`config.mk`:
```
export PLATFORM = sky130hd
export DESIGN_NAME = addr_addsub_pipe
export DESIGN_NICKNAME = d
export VERILOG_FILES = /design/src/rtl/addr_addsub_pipe_pkg.sv /design/src/rtl/addr_pipe_stage.sv /design/src/rtl/addr_addsub_pipe.sv
export SDC_FILE = /design/constraint.sdc
export NUM_CORES = 1
export LEC_CHECK = 0
export CAP_MARGIN = 40
export CELL_PAD_IN_SITES_DETAIL_PLACEMENT = 1
export CELL_PAD_IN_SITES_GLOBAL_PLACEMENT = 1
export CORE_MARGIN = 1
export CORE_UTILIZATION = 36
export CTS_CLUSTER_SIZE = 24
export DETAILED_ROUTE_END_ITERATION = 6
export GPL_TIMING_DRIVEN = 0
export PLACE_DENSITY = 0.91
export RECOVER_POWER = 50
export SLEW_MARGIN = 40
export SYNTH_ARGS = -nofsm -noshare
export SYNTH_HDL_FRONTEND = slang
export SYNTH_HIERARCHICAL = 1
export SYNTH_SLANG_ARGS = --single-unit
```
`constraint.sdc`:
```
create_clock -name clk -period 0.8 [get_ports clk]
set_input_delay 0.08 -clock clk [delete_from_list [all_inputs] [get_ports clk]]
set_output_delay 0.08 -clock clk [all_outputs]
set_load 0.1 [all_outputs]
```
`src/rtl/addr_addsub_pipe_pkg.sv`:
```
`default_nettype none
// ============================================================================
//  addr_addsub_pipe_pkg
//  Shared constants for the address add/subtract functional unit.
//
//  Contents:
//    OP_AADD / OP_ASUB  opcode values (Aj+Ak, Aj-Ak)
//    A_WIDTH            default address operand width
//    A_TAG_W            A-register destination index width (A0-A7)
//    is_legal_op()      true for opcodes this unit executes
//
//  Revision: 1.0  initial release
// ============================================================================
package addr_addsub_pipe_pkg;

  localparam logic [6:0] OP_AADD = 7'o030;
  localparam logic [6:0] OP_ASUB = 7'o031;
  localparam int         A_WIDTH = 24;
  localparam int         A_TAG_W = 3;

  function automatic logic is_legal_op(input logic [6:0] op);
    return (op == OP_AADD) || (op == OP_ASUB);
  endfunction

endpackage
`default_nettype wire

```
`src/rtl/addr_pipe_stage.sv`:
```
`default_nettype none
// ============================================================================
//  addr_pipe_stage
//  One delay stage of the address pipe: a valid bit plus an opaque payload.
//  The valid bit is cleared by asynchronous reset or synchronous flush; the
//  payload follows the previous stage unconditionally (don't-care when the
//  valid bit is low).
//
//  Ports:
//    clk         in   clock, rising edge
//    rst_n       in   asynchronous active-low reset
//    flush       in   clear the valid bit at this edge
//    prev_valid  in   valid bit from the preceding stage
//    prev_data   in   payload from the preceding stage
//    valid       out  registered valid bit
//    data        out  registered payload
//
//  Revision: 1.0  initial release
// ============================================================================
module addr_pipe_stage
  import addr_addsub_pipe_pkg::*;
#(
  parameter int PAYLOAD_W = A_WIDTH + A_TAG_W + 1
) (
  input  logic                 clk,
  input  logic                 rst_n,
  input  logic                 flush,
  input  logic                 prev_valid,
  input  logic [PAYLOAD_W-1:0] prev_data,
  output logic                 valid,
  output logic [PAYLOAD_W-1:0] data
);

  always_ff @(posedge clk or negedge rst_n) begin
    if (!rst_n) begin
      valid <= 1'b0;
      data  <= '0;
    end else begin
      valid <= prev_valid & ~flush;
      data  <= prev_data;
    end
  end

endmodule
`default_nettype wire

```
`src/rtl/addr_addsub_pipe.sv`:
```
`default_nettype none
// ============================================================================
//  addr_addsub_pipe
//  Fully pipelined address add/subtract unit (opcodes 030 Aj+Ak, 031 Aj-Ak).
//  One issue per clock, result STAGES clocks after issue, no backpressure.
//  Stage 1 performs the add; the remaining STAGES-1 stages are pure delay.
//
//  Ports:
//    clk, rst_n   clock (rising edge) / asynchronous active-low reset
//    i_valid      issue strobe, operands sampled on this edge
//    i_instr      7-bit opcode
//    i_aj, i_ak   operands (WIDTH bits)
//    i_tag        destination A-register index
//    i_flush      kill every in-flight operation (and a same-edge issue)
//    o_valid      one-cycle pulse per completed operation
//    o_result     sum/difference modulo 2^WIDTH
//    o_carry      carry out of MSB (subtract: 1 = no borrow)
//    o_tag        destination of o_result
//    o_illegal    one-cycle pulse after a valid issue with bad opcode
//    o_busy       any stage holds a valid operation
//
//  Revision: 1.0  initial release
// ============================================================================
module addr_addsub_pipe
  import addr_addsub_pipe_pkg::*;
#(
  parameter int WIDTH  = A_WIDTH,
  parameter int STAGES = 2,
  parameter int TAG_W  = A_TAG_W
) (
  input  logic             clk,
  input  logic             rst_n,
  input  logic             i_valid,
  input  logic [6:0]       i_instr,
  input  logic [WIDTH-1:0] i_aj,
  input  logic [WIDTH-1:0] i_ak,
  input  logic [TAG_W-1:0] i_tag,
  input  logic             i_flush,
  output logic             o_valid,
  output logic [WIDTH-1:0] o_result,
  output logic             o_carry,
  output logic [TAG_W-1:0] o_tag,
  output logic             o_illegal,
  output logic             o_busy
);

  // Payload layout: {tag, carry, result}
  localparam int PAYLOAD_W = TAG_W + 1 + WIDTH;

  logic             legal;
  logic             is_sub;
  logic [WIDTH-1:0] operand_b;
  logic [WIDTH:0]   sum;

  // Subtract is Aj + ~Ak + 1, so the carry-out doubles as "no borrow".
  always_comb begin
    legal     = is_legal_op(i_instr);
    is_sub    = (i_instr == OP_ASUB);
    operand_b = is_sub ? ~i_ak : i_ak;
    sum       = {1'b0, i_aj} + {1'b0, operand_b} + {{WIDTH{1'b0}}, is_sub};
  end

  logic                 s1_valid;
  logic [PAYLOAD_W-1:0] s1_data;
  logic                 illegal;

  // Illegal reporting is independent of flush: the issue is refused either way.
  always_ff @(posedge clk or negedge rst_n) begin
    if (!rst_n) begin
      s1_valid <= 1'b0;
      s1_data  <= '0;
      illegal  <= 1'b0;
    end else begin
      s1_valid <= i_valid & legal & ~i_flush;
      s1_data  <= {i_tag, sum};
      illegal  <= i_valid & ~legal;
    end
  end

  logic [STAGES-1:0]    valid_pipe;
  logic [PAYLOAD_W-1:0] data_pipe [STAGES];

  assign valid_pipe[0] = s1_valid;
  assign data_pipe[0]  = s1_data;

  generate
    for (genvar k = 1; k < STAGES; k++) begin : g_delay
      addr_pipe_stage #(
        .PAYLOAD_W (PAYLOAD_W)
      ) u_stage (
        .clk        (clk),
        .rst_n      (rst_n),
        .flush      (i_flush),
        .prev_valid (valid_pipe[k-1]),
        .prev_data  (data_pipe[k-1]),
        .valid      (valid_pipe[k]),
        .data       (data_pipe[k])
      );
    end
  endgenerate

  assign o_valid                     = valid_pipe[STAGES-1];
  assign {o_tag, o_carry, o_result}  = data_pipe[STAGES-1];
  assign o_illegal                   = illegal;
  assign o_busy                      = |valid_pipe;

endmodule
`default_nettype wire
```
==> flow_summary.json, run 1 <==
{
  "design_area_um2": 5500,
  "start_kind": "input pin",
  "worst_path_max_delay_cell": "sky130_fd_sc_hd__fa_2",
  "max_clock_freq_mhz": 323,
  "post_synth_inst_count": 261,
  "clock_tree.buffer_depth": 2,
  "relSlewSlack_pct": 61.4,
  "slew_viol_final": 0,
  "max_slew.worst_pin.slew_ns": 0.578,
  "setup-violations-final": 96,
  "io_buffers": 92,
  "worst-endpoint-arrival_ns": 3.32,
  "timing.critical_path.slowest_cell_delay_ns": 0.43,
  "place_hpwl_mm": 5.98,
  "path_max_fanout": 5,
  "core_region_area_um2": 7890,
  "layout-area-overhead-vs-synth_pct": 84.4,
  "crit_family": "compound AO/OA/AOI/OAI gates",
  "critical_path.reg2reg.startpoint": "s1_valid",
  "globalRoute.totalOverflow": 0,
  "timing_hold_violations_final": 0,
  "initial_core_utilization_pct": 37.8,
  "route.vias.total": 2887,
  "worst-setup-path-type": "in -> reg",
  "synth_area_leaders": "sky130_fd_sc_hd__dfrtp_1 49%, sky130_fd_sc_hd__xnor2_1 11%, sky130_fd_sc_hd__ha_1 10%, sky130_fd_sc_hd__a21oi_1 3.0%, sky130_fd_sc_hd__o21ai_0 2.0%",
  "globalRouteTotalUtil_pct": 31.2,
  "cp.required_ns": 1.03,
  "clock_sink_count": 59,
  "cts.root.buffer_cell": "sky130_fd_sc_hd__clkbuf_8",
  "detailedRoute.firstIterationViolations": 160,
  "wl_mm": 14.6,
  "run_status": "finished, violations left",
  "critPathMostFrequentCell": "sky130_fd_sc_hd__o211ai_1",
  "ys_ff_latch": 59,
  "path_cells": "buf_6 > nor4b_4 > nand3b_1 > inv_2 > nand2_8 > xnor2_4 > inv_2 > fa_2 > nor2b_4 > o2111ai_4 > a31oi_2 > o211ai_1 > buf_4 > o211ai_1 > o211ai_1 > xnor2_1",
  "report.power.total_mw": 12.8,
  "synth_xor_xnor_area_share_pct": 13.2,
  "vertical_die_dimension_um": 93.0,
  "rsz0062_at_grt": "yes",
  "antenna_cells": 0,
  "final.hold.worst_slack_ns": 0.0939,
  "viasPerCell": 5.65,
  "crit_path_end_kind": "flip-flop",
  "crit_end": "s1_data[18]",
  "finalWorstPathRequiredPeriod_ns": 3.10,
  "gp_congestion": 0.840,
  "synthDominantAreaCellType": "sky130_fd_sc_hd__dfrtp_1",
  "die_area_um2": 8650,
  "finClkSkew_ns": 0.00933,
  "yosys.area.top_type_share_pct": 49.5,
  "synth_enable_flop_cells": 0,
  "grt_pass1_vias": 3137,
  "tritoncts_clock_tree": "yes",
  "synth_compound_area_share_pct": 13.7,
  "numCtsBuffers": 9,
  "clkSlewWorstSetupHoldPaths_ns": 0.07,
  "hold_class": "in -> reg",
  "fin_crit_sh_pct": 387,
  "pin_count": 93,
  "fillers": 702,
  "grt_pass1_wl_mm": 19.2,
  "async_reset_ff_share_pct": 100,
  "worstSkewPairLatency_ns": 0.35,
  "worstReg2RegEnd": "g_delay[1].u_stage/valid",
  "total_nets_after_synthesis": 348,
  "worst-r2r-setup-slack_ns": 0.18,
  "synth_simple_gate_area_share_pct": 11.7,
  "pin_count_of_the_biggest_net_entering_global_routing": 40,
  "netlist_area_um2": 2980,
  "post_synth.cell_area_avg_um2": 11.4,
  "ir_drop_uv": 1080,
  "synth.mux.area_fraction_pct": 0,
  "maxCapViolations": 0,
  "grt_antenna_before_repair": 0,
  "timing.critical_path.buf_inv": 4,
  "synth.yosys.warnings": 6,
  "routed_wire_length_per_instance_um": 28.6,
  "die_width_um": 93.0,
  "route.detailed.drc": 0,
  "critical_path.startpoint": "i_instr[1]",
  "main_synth_ff_type": "sky130_fd_sc_hd__dfrtp_1",
  "nNetsFinal": 491,
  "worst_r2r_path_depth": 1,
  "post_route_ant_nets": 0,
  "final_core_utilization_pct": 69.7,
  "dp_worst_setup_slack_ns": -2.96,
  "placedInstanceArea_um2": 4000,
  "dominant_combinational_cell_family_by_area_after_synthesis": "compound AO/OA/AOI/OAI gates",
  "setup_slack_ns": -2.30,
  "seq_area_frac_synth_pct": 49.5,
  "layout-drive-gt1-share_pct": 51.3,
  "cellLeakagePower_nw": 2.31,
  "ys_types": 46,
  "clock_tree.htree_level_count": 3,
  "floorplan.rows": 32,
  "violations": "negative setup slack",
  "worst-path-stages": 16,
  "drt_first_pass_iters": 5,
  "cellPowerDensity_nw_per_um2": 2330,
  "synth_fa_ha_area_share_pct": 10.7
}
registers in the layout, summed over array words and instances (netlist names):
name and count:
g_delay.u_stage/data 28, s1_data 28, g_delay.u_stage/valid 1, o_illegal 1, s1_valid 1
cell usage in the layout, fill, tap and decap left out, types with 6 or more instances in the layout:
cell type                         count
sky130_fd_sc_hd__clkdlybuf4s50_1     49
sky130_fd_sc_hd__dfrtp_2             29
sky130_fd_sc_hd__a21oi_4              8
sky130_fd_sc_hd__buf_4               25
sky130_fd_sc_hd__nor2_1              10
sky130_fd_sc_hd__buf_8               14
sky130_fd_sc_hd__nand2_1             10
sky130_fd_sc_hd__buf_12              15
sky130_fd_sc_hd__buf_6               21
sky130_fd_sc_hd__ha_4                 8
sky130_fd_sc_hd__o21ai_2              6
sky130_fd_sc_hd__ha_1                11
sky130_fd_sc_hd__xnor2_1             24
sky130_fd_sc_hd__clkbuf_8            11
sky130_fd_sc_hd__xnor2_2             10
sky130_fd_sc_hd__a21oi_1              8
sky130_fd_sc_hd__a21o_1               7
sky130_fd_sc_hd__dfrtp_1             29
layout make-up:
type	instances	area [µm²]	share of cell area, %
plain buffers	2	40.0	0.728
clock buffers	14	163	2.96
clock inverters	2	10.0	0.182
inverters	6	22.5	0.409
multi-input cells	193	2140	39.0
flip-flops and latches	59	1520	27.6
well taps	102	128	2.32
repair buffers	133	1480	26.9
synth_stat cells (2+ instances only):
library cell               instances
sky130_fd_sc_hd__nand3b_1          2
sky130_fd_sc_hd__nor2_1           14
sky130_fd_sc_hd__a21oi_1          18
sky130_fd_sc_hd__nand3_1           4
sky130_fd_sc_hd__dfrtp_1          59
sky130_fd_sc_hd__nand4_1           3
sky130_fd_sc_hd__ha_1             24
sky130_fd_sc_hd__xor2_1            6
sky130_fd_sc_hd__a211oi_1          5
sky130_fd_sc_hd__nand2_1          11
sky130_fd_sc_hd__and3_1            2
sky130_fd_sc_hd__nor2b_4           2
sky130_fd_sc_hd__o21a_1            4
sky130_fd_sc_hd__nand2b_1          3
sky130_fd_sc_hd__nor2b_1           3
sky130_fd_sc_hd__inv_1             6
sky130_fd_sc_hd__xnor2_1          39
sky130_fd_sc_hd__a21o_1            7
sky130_fd_sc_hd__o211ai_1          4
sky130_fd_sc_hd__nor3b_1           2
sky130_fd_sc_hd__nor3_1            3
sky130_fd_sc_hd__nor4_1            3
sky130_fd_sc_hd__buf_1             2
sky130_fd_sc_hd__nand2_2           2
sky130_fd_sc_hd__o21ai_0          12
repair_timing:
action / CTS / global route
pin swaps: 40 / 39
gates resized for setup: 176 / 91
endpoints found under the hold margin: 59 / 0
buffers inserted: 58 / 18
setup endpoints to repair: 57 / 57
hold buffers: 1 / 0
kinds of logic (layout without fill, tap and decap cells):
logic type / Yosys count / count (layout)
xor+xnor: 45 / 45
fa+ha+maj: 25 / 25
simple gates: 61 / 61
buf+inv: 9 / 157
compound gates: 62 / 62
flops: 59 / 59
how the worst min path moves through the flow:
stage / startpoint / end / slack (ns) / cells past startpoint
after floorplan: rst_n / g_delay[1].u_stage/data[0] / -0.22 / 0
after global placement: s1_data[4] / g_delay[1].u_stage/data[4] / 0.33 / 0
after detailed placement: rst_n / s1_data[4] / -0.02 / 1
after CTS: rst_n / s1_data[4] / 0.17 / 2
after global routing: i_ak[0] / s1_data[0] / 0.1 / 2
final: i_ak[0] / s1_data[0] / 0.09 / 2
metal layers:
layer	track usage, %	wire (µm)
met1	33.6	5330
met2	56.3	7540
met3	6.83	852
met4	17.2	884
met5	0	0
report_power, final:
group | total, mW | switching [mW] | internal [mW]
Clock | 2.55 | 1.27 | 1.29
Sequential | 4.02 | 0.403 | 3.62
Combinational | 6.22 | 3.97 | 2.25
Total | 12.8 | 5.64 | 7.16
through the flow:
stage / setup TNS (ns) / std cells
floorplan: -35.85 / 261
finish: -55.41 / 511
CTS: -45.44 / 515
global placement: -200.14 / 455
global route: -61.96 / 511
detailed placement: -60.73 / 456
Power figures use the tool's default switching activity.
==> inputs of run 2 (changes only) <==
--- a/config.mk
+++ b/config.mk
@@ -10,6 +10,7 @@
 export CELL_PAD_IN_SITES_GLOBAL_PLACEMENT = 1
 export CORE_MARGIN = 1
 export CORE_UTILIZATION = 36
+export CTS_CLUSTER_DIAMETER = 150
 export CTS_CLUSTER_SIZE = 24
 export DETAILED_ROUTE_END_ITERATION = 6
 export GPL_TIMING_DRIVEN = 0
==> results of run 2 <==
The final DEF is identical to that of run 1; final timing and power are the same.
